**config.mk**
```make
export PLATFORM = sky130hd
export DESIGN_NAME = lbp_stream_flat
export DESIGN_NICKNAME = d
export VERILOG_FILES = /design/src/rtl/lbp_stream_if.sv /design/src/rtl/lbp_stream.sv /design/src/flat_wrapper.sv
export SDC_FILE = /design/constraint.sdc
export NUM_CORES = 2
export LEC_CHECK = 0
export BUFFER_PORTS_ARGS = -buffer_cell sky130_fd_sc_hd__buf_4
export CAP_MARGIN = 20
export CORE_UTILIZATION = 30
export CTS_CLUSTER_DIAMETER = 50
export CTS_CLUSTER_SIZE = 28
export DETAILED_ROUTE_END_ITERATION = 6
export PLACE_DENSITY = 0.53
export RECOVER_POWER = 25
export SYNTH_ARGS = -nofsm -noshare
export SYNTH_HDL_FRONTEND = slang
export SYNTH_SLANG_ARGS = --single-unit
```
**constraint.sdc**
```tcl
create_clock -name clk -period 17.6 [get_ports clk]
set_clock_uncertainty 0.15 [all_clocks]
set_input_delay 1.76 -clock clk [delete_from_list [all_inputs] [get_ports clk]]
set_output_delay 1.76 -clock clk [all_outputs]
set_load 0.01 [all_outputs]
```
**src/rtl/lbp_stream_if.sv**
```systemverilog
// Host-side bus of the LBP streaming engine: gray-frame read port, LBP result
// write port, quasi-static configuration and a debug view of the control FSM.
interface lbp_stream_if #(
  parameter int ADDR_W = 14,
  parameter int PIX_W  = 8
);
  // Read handshake: a read issues in every cycle where gray_req && gray_ready
  // are both high; gray_data carries that read's pixel exactly one cycle later,
  // whatever gray_ready does in that next cycle. lbp_valid is a one-cycle write
  // strobe with no back-pressure.
  logic              gray_ready;
  logic              gray_req;
  logic [ADDR_W-1:0] gray_addr;
  logic [PIX_W-1:0]  gray_data;
  logic              lbp_mode;
  logic [PIX_W-1:0]  lbp_thr;
  logic [ADDR_W-1:0] lbp_addr;
  logic              lbp_valid;
  logic [7:0]        lbp_data;
  logic              finish;
  logic [1:0]        dbg_state;

  modport master (
    input  gray_ready, gray_data, lbp_mode, lbp_thr,
    output gray_req, gray_addr, lbp_addr, lbp_valid, lbp_data, finish, dbg_state
  );

  modport slave (
    output gray_ready, gray_data, lbp_mode, lbp_thr,
    input  gray_req, gray_addr, lbp_addr, lbp_valid, lbp_data, finish, dbg_state
  );
endinterface

```
**src/rtl/lbp_stream.sv**
```systemverilog
// Streaming 3x3 LBP engine: reads a frame once in raster order through two
// line buffers and a 3x3 window, writing one code per interior pixel.
module lbp_stream #(
  parameter int IMG_W  = 128,
  parameter int IMG_H  = 128,
  parameter int PIX_W  = 8,
  parameter int ADDR_W = $clog2(IMG_W * IMG_H)
) (
  input  logic         clk,
  input  logic         reset,
  lbp_stream_if.master bus
);

  localparam int CW = $clog2(IMG_W);
  localparam int RW = $clog2(IMG_H);
  localparam logic [ADDR_W-1:0] LAST_ADDR = ADDR_W'(IMG_W * IMG_H - 1);
  localparam logic [ADDR_W-1:0] CTR_OFS   = ADDR_W'(IMG_W + 1);
  localparam logic [CW-1:0]     LAST_COL  = CW'(IMG_W - 1);

  typedef enum logic [1:0] {
    IDLE  = 2'd0,
    READ  = 2'd1,
    DRAIN = 2'd2,
    DONE  = 2'd3
  } state_t;

  state_t            state;
  logic              gray_req_q;
  logic [ADDR_W-1:0] gray_addr_q;
  logic              finish_q;
  logic              issue;

  logic              s_vld;
  logic              last_wr;
  logic [CW-1:0]     smp_c;
  logic [RW-1:0]     smp_r;
  logic [ADDR_W-1:0] smp_idx;

  logic [PIX_W-1:0]  win [3][2];
  logic [PIX_W-1:0]  lb1 [IMG_W];
  logic [PIX_W-1:0]  lb2 [IMG_W];
  logic [PIX_W-1:0]  lb1_rd;
  logic [PIX_W-1:0]  lb2_rd;
  logic              win_full;

  logic              lbp_valid_q;
  logic [ADDR_W-1:0] lbp_addr_q;
  logic [7:0]        lbp_data_q;

  logic [PIX_W-1:0]  nbr [8];
  logic [PIX_W:0]    ref_v;
  logic [7:0]        bits;
  logic [7:0]        ring;
  logic [3:0]        ones;
  logic [3:0]        trans;
  logic [7:0]        code;

  assign issue    = (state == READ) && gray_req_q && bus.gray_ready;
  assign lb1_rd   = lb1[smp_c];
  assign lb2_rd   = lb2[smp_c];
  assign win_full = (smp_r >= RW'(2)) && (smp_c >= CW'(2));

  assign bus.gray_req  = gray_req_q;
  assign bus.gray_addr = gray_addr_q;
  assign bus.lbp_valid = lbp_valid_q;
  assign bus.lbp_addr  = lbp_addr_q;
  assign bus.lbp_data  = lbp_data_q;
  assign bus.finish    = finish_q;
  assign bus.dbg_state = state;

  // Request is the registered copy of gray_ready while reading; the final
  // address is issued once and then the request drops for good.
  always_ff @(posedge clk or posedge reset) begin
    if (reset) begin
      state       <= IDLE;
      gray_req_q  <= 1'b0;
      gray_addr_q <= '0;
      finish_q    <= 1'b0;
    end else begin
      case (state)
        IDLE: begin
          if (bus.gray_ready) begin
            state      <= READ;
            gray_req_q <= 1'b1;
          end
        end
        READ: begin
          gray_req_q <= bus.gray_ready;
          if (issue) begin
            if (gray_addr_q == LAST_ADDR) begin
              state      <= DRAIN;
              gray_req_q <= 1'b0;
            end else begin
              gray_addr_q <= gray_addr_q + ADDR_W'(1);
            end
          end
        end
        DRAIN: begin
          if (last_wr) begin
            state    <= DONE;
            finish_q <= 1'b1;
          end
        end
        default: begin
        end
      endcase
    end
  end

  // Line buffers are pure storage: rows r-1 and r-2 at the current column.
  always_ff @(posedge clk) begin
    if (s_vld) begin
      lb1[smp_c] <= bus.gray_data;
      lb2[smp_c] <= lb1_rd;
    end
  end

  // Window columns are refilled at c=0 and c=1 before any code uses them, so
  // stale columns from the previous row never reach the comparator.
  always_ff @(posedge clk or posedge reset) begin
    if (reset) begin
      s_vld       <= 1'b0;
      last_wr     <= 1'b0;
      smp_c       <= '0;
      smp_r       <= '0;
      smp_idx     <= '0;
      lbp_valid_q <= 1'b0;
      lbp_addr_q  <= '0;
      lbp_data_q  <= '0;
      for (int i = 0; i < 3; i++) begin
        for (int j = 0; j < 2; j++) begin
          win[i][j] <= '0;
        end
      end
    end else begin
      s_vld       <= issue;
      lbp_valid_q <= 1'b0;
      last_wr     <= 1'b0;
      if (s_vld) begin
        win[0][0] <= win[0][1];
        win[0][1] <= lb2_rd;
        win[1][0] <= win[1][1];
        win[1][1] <= lb1_rd;
        win[2][0] <= win[2][1];
        win[2][1] <= bus.gray_data;
        if (smp_c == LAST_COL) begin
          smp_c <= '0;
          smp_r <= smp_r + RW'(1);
        end else begin
          smp_c <= smp_c + CW'(1);
        end
        smp_idx <= smp_idx + ADDR_W'(1);
        if (win_full) begin
          lbp_valid_q <= 1'b1;
          lbp_addr_q  <= smp_idx - CTR_OFS;
          lbp_data_q  <= code;
        end
        if (smp_idx == LAST_ADDR) begin
          last_wr <= 1'b1;
        end
      end
    end
  end

  // Code of the window completed by the incoming sample; the threshold sum
  // carries one extra bit so a saturated centre never wraps.
  always_comb begin
    nbr[0] = win[0][0];
    nbr[1] = win[0][1];
    nbr[2] = lb2_rd;
    nbr[3] = win[1][0];
    nbr[4] = lb1_rd;
    nbr[5] = win[2][0];
    nbr[6] = win[2][1];
    nbr[7] = bus.gray_data;
    ref_v  = {1'b0, win[1][1]} + {1'b0, bus.lbp_thr};
    bits   = '0;
    for (int i = 0; i < 8; i++) begin
      bits[i] = ({1'b0, nbr[i]} >= ref_v);
    end
    ring  = {bits[3], bits[5], bits[6], bits[7], bits[4], bits[2], bits[1], bits[0]};
    ones  = '0;
    trans = '0;
    for (int i = 0; i < 8; i++) begin
      ones  = ones + 4'(bits[i]);
      trans = trans + 4'(ring[i] ^ ring[(i + 1) % 8]);
    end
    if (bus.lbp_mode) begin
      code = (trans <= 4'd2) ? {4'd0, ones} : 8'd9;
    end else begin
      code = bits;
    end
  end

endmodule
```
**src/flat_wrapper.sv**
```systemverilog
// flat-port wrapper written by rule: the top's interface ports become plain ports
module lbp_stream_flat 
#(
  parameter int IMG_W  = 128,
  parameter int IMG_H  = 128,
  parameter int PIX_W  = 8,
  parameter int ADDR_W = $clog2(IMG_W * IMG_H)
)
  (clk, reset, bus_gray_ready, bus_gray_data, bus_lbp_mode, bus_lbp_thr, bus_gray_req, bus_gray_addr, bus_lbp_addr, bus_lbp_valid, bus_lbp_data, bus_finish, bus_dbg_state);
  lbp_stream_if #(.ADDR_W(ADDR_W), .PIX_W(PIX_W)) bus_i ();
  input  logic clk;
  input  logic reset;
  input wire logic [$bits(bus_i.gray_ready)-1:0] bus_gray_ready;
  input wire logic [$bits(bus_i.gray_data)-1:0] bus_gray_data;
  input wire logic [$bits(bus_i.lbp_mode)-1:0] bus_lbp_mode;
  input wire logic [$bits(bus_i.lbp_thr)-1:0] bus_lbp_thr;
  output wire logic [$bits(bus_i.gray_req)-1:0] bus_gray_req;
  output wire logic [$bits(bus_i.gray_addr)-1:0] bus_gray_addr;
  output wire logic [$bits(bus_i.lbp_addr)-1:0] bus_lbp_addr;
  output wire logic [$bits(bus_i.lbp_valid)-1:0] bus_lbp_valid;
  output wire logic [$bits(bus_i.lbp_data)-1:0] bus_lbp_data;
  output wire logic [$bits(bus_i.finish)-1:0] bus_finish;
  output wire logic [$bits(bus_i.dbg_state)-1:0] bus_dbg_state;
  assign bus_i.gray_ready = bus_gray_ready;
  assign bus_i.gray_data = bus_gray_data;
  assign bus_i.lbp_mode = bus_lbp_mode;
  assign bus_i.lbp_thr = bus_lbp_thr;
  assign bus_gray_req = bus_i.gray_req;
  assign bus_gray_addr = bus_i.gray_addr;
  assign bus_lbp_addr = bus_i.lbp_addr;
  assign bus_lbp_valid = bus_i.lbp_valid;
  assign bus_lbp_data = bus_i.lbp_data;
  assign bus_finish = bus_i.finish;
  assign bus_dbg_state = bus_i.dbg_state;
  lbp_stream #(.IMG_W(IMG_W), .IMG_H(IMG_H), .PIX_W(PIX_W), .ADDR_W(ADDR_W)) u_core (.clk(clk), .reset(reset), .bus(bus_i));
endmodule
```
# After elaboration in Yosys (flattened, before gate mapping)

Memory sizes are Yosys's and may differ from the RTL's.
Cells that the tools add are included.

Bits in registers: 119
Latch bits: 0
RAM bits: 2048
ROM bits: 0
Bits of input ports: 20
Output and inout bits: 41
Word-level logic and storage cells: 99
Memories kept: 2

Memory list:

| memory     | words | bits a word | rd ports | clocked after Yosys merged registers in | write ports | line             | source |
|---|---|---|---|---|---|---|---|
| u_core.lb1 | 128   | 8           | 1        | 0                                       | 1           | lbp_stream.sv:40 | `logic [PIX_W-1:0] lb1 [IMG_W];` |
| u_core.lb2 | 128   | 8           | 1        | 0                                       | 1           | lbp_stream.sv:41 | `logic [PIX_W-1:0] lb2 [IMG_W];` |

$add $sub $neg: 20
$mul: 0
Div/mod/pow operators: 0
Order comparisons: 11
Equality and inequality tests: 9
Shift-type cells: 0
Multiplexer cells: 18
Bitwise logic cells: 9
Reductions and logical operators: 12

Operators with widths:

| cell                    | number |
|---|---|
| $ge A8 B9 Y1            | 8 |
| $add A14 B1 Y14 const B | 2 |
| $add A4 B4 Y4           | 7 |
| $eq A14 B14 Y1 const B  | 2 |
| $add A4 B1 Y4           | 6 |
| $add A7 B1 Y7 const B   | 2 |
| $ge A7 B2 Y1 const B    | 2 |
| $sub A14 B8 Y14 const B | 1 |
| $add A8 B8 Y9           | 1 |
| $mux W1                 | 9 |
| $mux W2                 | 4 |
| $mux W8                 | 1 |
| $reduce_and A2 Y1       | 4 |
| $xor A1 B1 Y1           | 8 |
| $eq A7 B7 Y1 const B    | 1 |
| $mux W7                 | 1 |
| $pmux W2 S3             | 1 |
| $reduce_and A5 Y1       | 1 |
| $le A4 B2 Y1 const B    | 1 |
| $mux W4                 | 1 |
| $ne A2 B1 Y1 const B    | 2 |
| $ne A2 B2 Y1 const B    | 2 |
| $logic_and A1 B1 Y1     | 3 |
| $reduce_and A3 Y1       | 1 |
| other kinds (8)         | 8 |

# Depth between registers and ports, before layout

Depth after elaboration: 13
Depth in mapped cells: 33
Gate-level depth less buffers: 26

# Least setup slack after synthesis

OpenSTA, ideal clock, no wires.

Path type: register -> register
Start: register u_core.smp_c[0]
End: register u_core.lbp_data_q[1] (netlist: u_core.bus.lbp_data[1])
Setup time: 125 ps
Data arrival time: 9377 ps
Slack: 7949 ps
Cell stages (with the launch flop): 26
Path buffers: 5
Period minus slack after synthesis: 9651 ps
Cells stage by stage: dfrtp_1 -> buf_6 -> clkinv_1 -> buf_2 -> clkbuf_1 -> clkbuf_1 -> buf_1 -> a221oi_1 -> o22ai_1 -> a221oi_1 -> o211ai_1 -> ha_1 -> or3_1 -> o21a_1 -> and3_1 -> o21ai_0 -> fa_1 -> inv_1 -> fa_1 -> ha_1 -> fa_1 -> nand2_1 -> and3_1 -> nand2b_1 -> o41ai_1 -> mux2_2

Elaborated cells between the ends (all ways): 26
Those cells by class: add/sub (13); order compare (4); mux (2); bitwise (3); reduce/logical (2); memory (2)

RTL lines:

| what                        | line              | source |
|---|---|---|
| start: declaration          | lbp_stream.sv:35  | `logic [CW-1:0] smp_c;` |
| start signal: assignment    | lbp_stream.sv:150 | `smp_c <= smp_c + CW'(1);` |
| $mem_v2 Z128 W8 *           | n/a               |  |
| via u_core.lb1_rd[6]        | lbp_stream.sv:42  | `logic [PIX_W-1:0] lb1_rd;` |
| $ge A8 B9 Y1 *              | lbp_stream.sv:179 | `bits[i] = ({1'b0, nbr[i]} >= ref_v);` |
| $xor A1 B1 Y1               | lbp_stream.sv:186 | `trans = trans + 4'(ring[i] ^ ring[(i + 1) % 8]);` |
| $add A4 B4 Y4 (6 in series) | lbp_stream.sv:186 |  |
| $le A4 B2 Y1                | lbp_stream.sv:189 | `code = (trans <= 4'd2) ? {4'd0, ones} : 8'd9;` |
| $mux W4 *                   | lbp_stream.sv:189 |  |
| $mux W8 *                   | lbp_stream.sv:188 | `if (bus.lbp_mode) begin` |
| end signal: assignment      | lbp_stream.sv:156 | `lbp_data_q <= code;` |
| end: declaration            | lbp_stream.sv:48  | `logic [7:0] lbp_data_q;` |

The timed path passes the listed nets; every way through them passes the cells marked *.
A chain may end at the register's enable or synchronous reset.

# Worst setup path in the final report

Start: register u_core.smp_c[1]
End: register u_core.lbp_data_q[1] (netlist: u_core.bus.lbp_data[1])

Word-level cells in the longest chain between the ends: 13
Elaborated cells between the ends (all ways): 26
Those cells by class: add/sub (13); order compare (4); mux (2); bitwise (3); reduce/logical (2); memory (2)

RTL lines:

| what                        | line |
|---|---|
| $mem_v2 Z128 W8             | n/a |
| $ge A8 B9 Y1                | lbp_stream.sv:179 |
| $xor A1 B1 Y1               | lbp_stream.sv:186 |
| $add A4 B4 Y4 (7 in series) | lbp_stream.sv:186 |
| $le A4 B2 Y1                | lbp_stream.sv:189 |
| $mux W4                     | lbp_stream.sv:189 |
| $mux W8                     | lbp_stream.sv:188 |

Several ways; a longest one is shown, not always the timed one.

==> flow_summary_export.csv <==
group,metric,value,unit
clock_tree,cts_max_level,4,
critical_path,crit_cells,29,
critical_path,critical_path_arrival,10450,ps
yosys,primary_flip_flop_cell_chosen_by_synthesis_mapping,"sky130_fd_sc_hd__edfxtp_1",
critical_path,worst_path_dominant_cell_family,"compound AO/OA/AOI/OAI gates",
critical_path,critical_path.startpoint_type,"flip-flop",
final_layout,final_common_cell,"sky130_fd_sc_hd__edfxtp_1",
grt,global_route.usage.met2,30.44,%
power,power.combinational.fraction,35.2,%
routing,antenna_left,0,
sta,slew_headroom,-235.2,%
critical_path,r2r_setup_slk,7770,ps
yosys,yosysWarnings,0,
run_status,run_status,"complete, but fails checks",
sta,max_freq,0.1018,GHz
final_layout,layout-area-overhead-vs-synth,15.67,%
clock_tree,cts.repair.resized,0,
sta,report.final.hold_viol_count,0,
sta,timing.final.ws_setup,7772,ps
worst_hold_path,worst_hold_path_class,"flip-flop to flip-flop",
grt,grt_pass1_wl,415400,um
critical_path,reg2regPathDepth,29,
sta,worstMarginPinSlew,5029,ps
power,power.share.switching,38.16,%
critical_path,path_buf_inv,5,
routing,detailed_route_via_count,51370,
clock_tree,numClockSinks,2167,
critical_path,r2r_end,"u_core.bus.lbp_data[1]$_DFFE_PP0P_",
clock_tree,tritoncts.num_buffers,209,
floorplanning,fp.dieArea,290200,um^2
clock_tree,cts_post_setup_buffers_inserted,0,
yosys,synth.net_count,5030,
critical_path,crit_path_top_delay_cell,"sky130_fd_sc_hd__dfrtp_4",
yosys,yosys.cell_types.count,81,
routing,routed_wl,303300,um
placement,dpl_cell_area,92690,um^2
grt,number_of_antenna_violations_at_the_first_check_in_global_routing,25,
routing,number_of_drc_markers_after_the_initial_detailed_route_iteration,7282,
placement,pre_cts_ws,7920,ps
sta,report.final.setup_viol,0,
placement,place.detailed.hpwl,183700,um
clock_tree,cts-root-to-sink-buffers,3,
clock_tree,tritoncts_clock_tree,"built",
critical_path,crit_path_max_fanout,89,
power,vdd_drop_max,191.3,uV
floorplanning,initial_core_util,30.25,%
clock_tree,cts_hold_buf,0,
final_layout,final_design_area_no_fill,99970,um^2
power,power_density,176.7,nW/um^2
critical_path,beginning_of_the_critical_path,"u_core.smp_c[1]$_DFFE_PP0P_",
floorplanning,std_cell_rows,196,
final_layout,fin_nets,5263,
yosys,syn-cell-area,86420,um^2
grt,groute.usage.overall,20.38,%
clock_tree,clkTransAtPathRegs,70,ps
final_layout,post_route_cells_drive_above_1_share,21.86,%
critical_path,timing.rr.start,"u_core.smp_c[1]$_DFFE_PP0P_",
sta,min_period_over_period,55.84,%
routing,detail_route.first_pass.iterations,6,
floorplanning,ioPinCount,61,
grt,grt_overflow_total,0,
power,internal_power,10.92,mW
critical_path,max_stage_delay,880,ps
sta,finalSetupTns,0,ps
grt,top_usage_layer,"met2",
floorplanning,die-width,538.7,um
yosys,synth_enable_flop_cells,2048,
routing,drt-vias-per-instance,5.638,
critical_path,cp.required,18220,ps
flow_run,cap_viol_max_count,24,
clock_tree,cts-root-buf,"sky130_fd_sc_hd__clkbuf_16",
routing,routedWlPerCell,33.29,um
final_layout,final.fill_count,26720,
grt,globalRouteMet3Util,4.600,%
clock_tree,clock_insertion_delay_worst_skew,890,ps
power,clock_power_share,27.1,%
yosys,asyncSetResetFlopFracSynth,5.491,%
sta,final-max-slew-violation-count,1161,
critical_path,endpoint,"u_core.bus.lbp_data[1]$_DFFE_PP0P_",
routing,drc_errors,0,
grt,first_global_vias,49090,
power,cellLeakagePower,32.06,nW
yosys,syn_inst,4917,
yosys,ys_seq_elements,2167,
final_layout,area_occupied_by_registers,64490,um^2
critical_path,worst_setup_path_end_kind,"flip-flop",
power,power.total,17.66,mW
grt,grt_util_met1,28.48,%
power,power_switching,6.742,mW
sta,rsz0062_at_grt,"no",
floorplanning,die_h,538.7,um
grt,pin_count_of_the_biggest_net_entering_global_routing,109,
yosys,synth-seq-area-share,74.61,%
yosys,postSynthAreaPerCell,17.58,um^2
run_status,failed_checks,"capacitance limit, slew limit",
final_layout,layout.cells.most_common_list,"sky130_fd_sc_hd__edfxtp_1 (2048), sky130_fd_sc_hd__buf_4 (297), sky130_fd_sc_hd__a221oi_1 (232)",
placement,gp_routability_congestion,0.9054,
sta,final.min_clock_period,9828,ps
critical_path,setup.worst_path.class,"flip-flop to flip-flop",
final_layout,area_occupied_by_multi_input_gates,20570,um^2
power,sequentialPowerShare,37.7,%
floorplanning,core_area,285700,um^2
placement,place.port_buffers,60,
final_layout,final_util,34.99,%
-- sequential cells by signal, summed over array words and instances, names as in the netlist, 8 cells and up --
signal	flops
u_core.lb2	1024
u_core.bus.lbp_addr	14
u_core.smp_idx	14
u_core.bus.gray_addr	14
u_core.nbr	40
u_core.lb1	1024
u_core.bus.lbp_data	8
u_core.win	8
-- through the flow --
stage	hold slack, ps	std cells
2_1_floorplan	297.2	4917
3_3_place_gp	293.6	8686
3_5_place_dp	298.2	8700
4_1_cts	310.3	9094
5_1_grt	319.9	9096
6_report	305.7	9112
-- synth_stat cells, types with 9 or more instances --
cell                        count  share of area (%)
sky130_fd_sc_hd__o221ai_1      24               0.24
sky130_fd_sc_hd__a22o_1        39               0.40
sky130_fd_sc_hd__inv_1         33               0.14
sky130_fd_sc_hd__mux2i_1      193                2.2
sky130_fd_sc_hd__mux4_2       161                4.2
sky130_fd_sc_hd__ha_1          84                1.2
sky130_fd_sc_hd__xnor2_1       40               0.41
sky130_fd_sc_hd__nand2_1      197               0.86
sky130_fd_sc_hd__nand3_1       38               0.22
sky130_fd_sc_hd__nand2b_1      26               0.19
sky130_fd_sc_hd__or3_1         11              0.080
sky130_fd_sc_hd__and2_1        11              0.080
sky130_fd_sc_hd__buf_2         97               0.56
sky130_fd_sc_hd__clkbuf_1     151               0.66
sky130_fd_sc_hd__o21a_1         9              0.078
sky130_fd_sc_hd__fa_1           9               0.21
sky130_fd_sc_hd__buf_4         31               0.27
sky130_fd_sc_hd__buf_1         38               0.17
sky130_fd_sc_hd__nor3_1        24               0.14
sky130_fd_sc_hd__mux2_2       227                3.0
sky130_fd_sc_hd__a211oi_1      20               0.17
sky130_fd_sc_hd__a2111oi_0      9              0.091
sky130_fd_sc_hd__a22oi_1      103               0.89
sky130_fd_sc_hd__a32oi_1       10               0.10
sky130_fd_sc_hd__a221oi_1     232                2.4
sky130_fd_sc_hd__edfxtp_1    2048                 71
sky130_fd_sc_hd__dfrtp_1      119                3.4
sky130_fd_sc_hd__xor2_1        15               0.15
sky130_fd_sc_hd__o2bb2ai_1     27               0.27
sky130_fd_sc_hd__a31oi_1       28               0.20
sky130_fd_sc_hd__and3_1        17               0.12
sky130_fd_sc_hd__a221o_1       62               0.72
sky130_fd_sc_hd__nand4_1       17               0.12
sky130_fd_sc_hd__o2111ai_1     10               0.10
sky130_fd_sc_hd__o22ai_1       71               0.51
sky130_fd_sc_hd__nor2_1       248                1.1
sky130_fd_sc_hd__o21ai_0      131               0.76
sky130_fd_sc_hd__nor2b_1       16               0.12
sky130_fd_sc_hd__o211ai_1      13               0.11
sky130_fd_sc_hd__nor3b_1       12               0.10
sky130_fd_sc_hd__a21oi_1      132               0.76
sky130_fd_sc_hd__a21o_1        14               0.12
-- area by class of cell --
type,count,area share [%]
clock inverters,172,2.054
well taps,3762,4.709
flip-flops and latches,2167,64.51
repair buffers,347,2.640
multi-input cells,2386,20.58
inverters,39,0.1652
clock buffers,222,5.302
diodes,17,0.04255
-- cells by family (layout without fill, tap and decap cells) --
logic type	Yosys count	count (layout)	share of synthesized area, %
other cells	0	17	0
compound gates	994	994	8.565
mux	582	582	9.406
buf+inv	364	780	1.926
fa+ha+maj	94	94	1.436
flops	2167	2167	74.61
simple gates	661	661	3.504
xor+xnor	55	55	0.5574
-- worst min path at each step --
stage	startpoint	end	slack, ps	cells past startpoint
6_report	u_core.bus.finish$_DFFE_PP0P_	u_core.bus.finish$_DFFE_PP0P_	310	1
5_1_grt	u_core.bus.finish$_DFFE_PP0P_	u_core.bus.finish$_DFFE_PP0P_	320	1
4_1_cts	u_core.bus.finish$_DFFE_PP0P_	u_core.bus.finish$_DFFE_PP0P_	310	1
3_5_place_dp	u_core.bus.finish$_DFFE_PP0P_	u_core.bus.finish$_DFFE_PP0P_	300	1
3_3_place_gp	u_core.bus.finish$_DFFE_PP0P_	u_core.bus.finish$_DFFE_PP0P_	290	1
2_1_floorplan	u_core.smp_r[6]$_DFFE_PP0P_	u_core.smp_r[6]$_DFFE_PP0P_	300	1
-- power groups by stage --
stage	clock, mW	sequential [mW]	combinational [mW]
global route	5.01	6.67	6.53
CTS	4.83	6.65	6.14
floorplan	0	6.81	3.47
global placement	0	6.76	6.07
detailed placement	0	6.76	6.11
finish	4.78	6.66	6.22
-- routing by layer --
layer	vias to the layer above	part of all wire [%]
li1	20600	-
met1	27210	41
met2	3032	44
met3	523	10
met4	12	4.4
met5	-	0.026
Power figures use the tool's default switching activity.
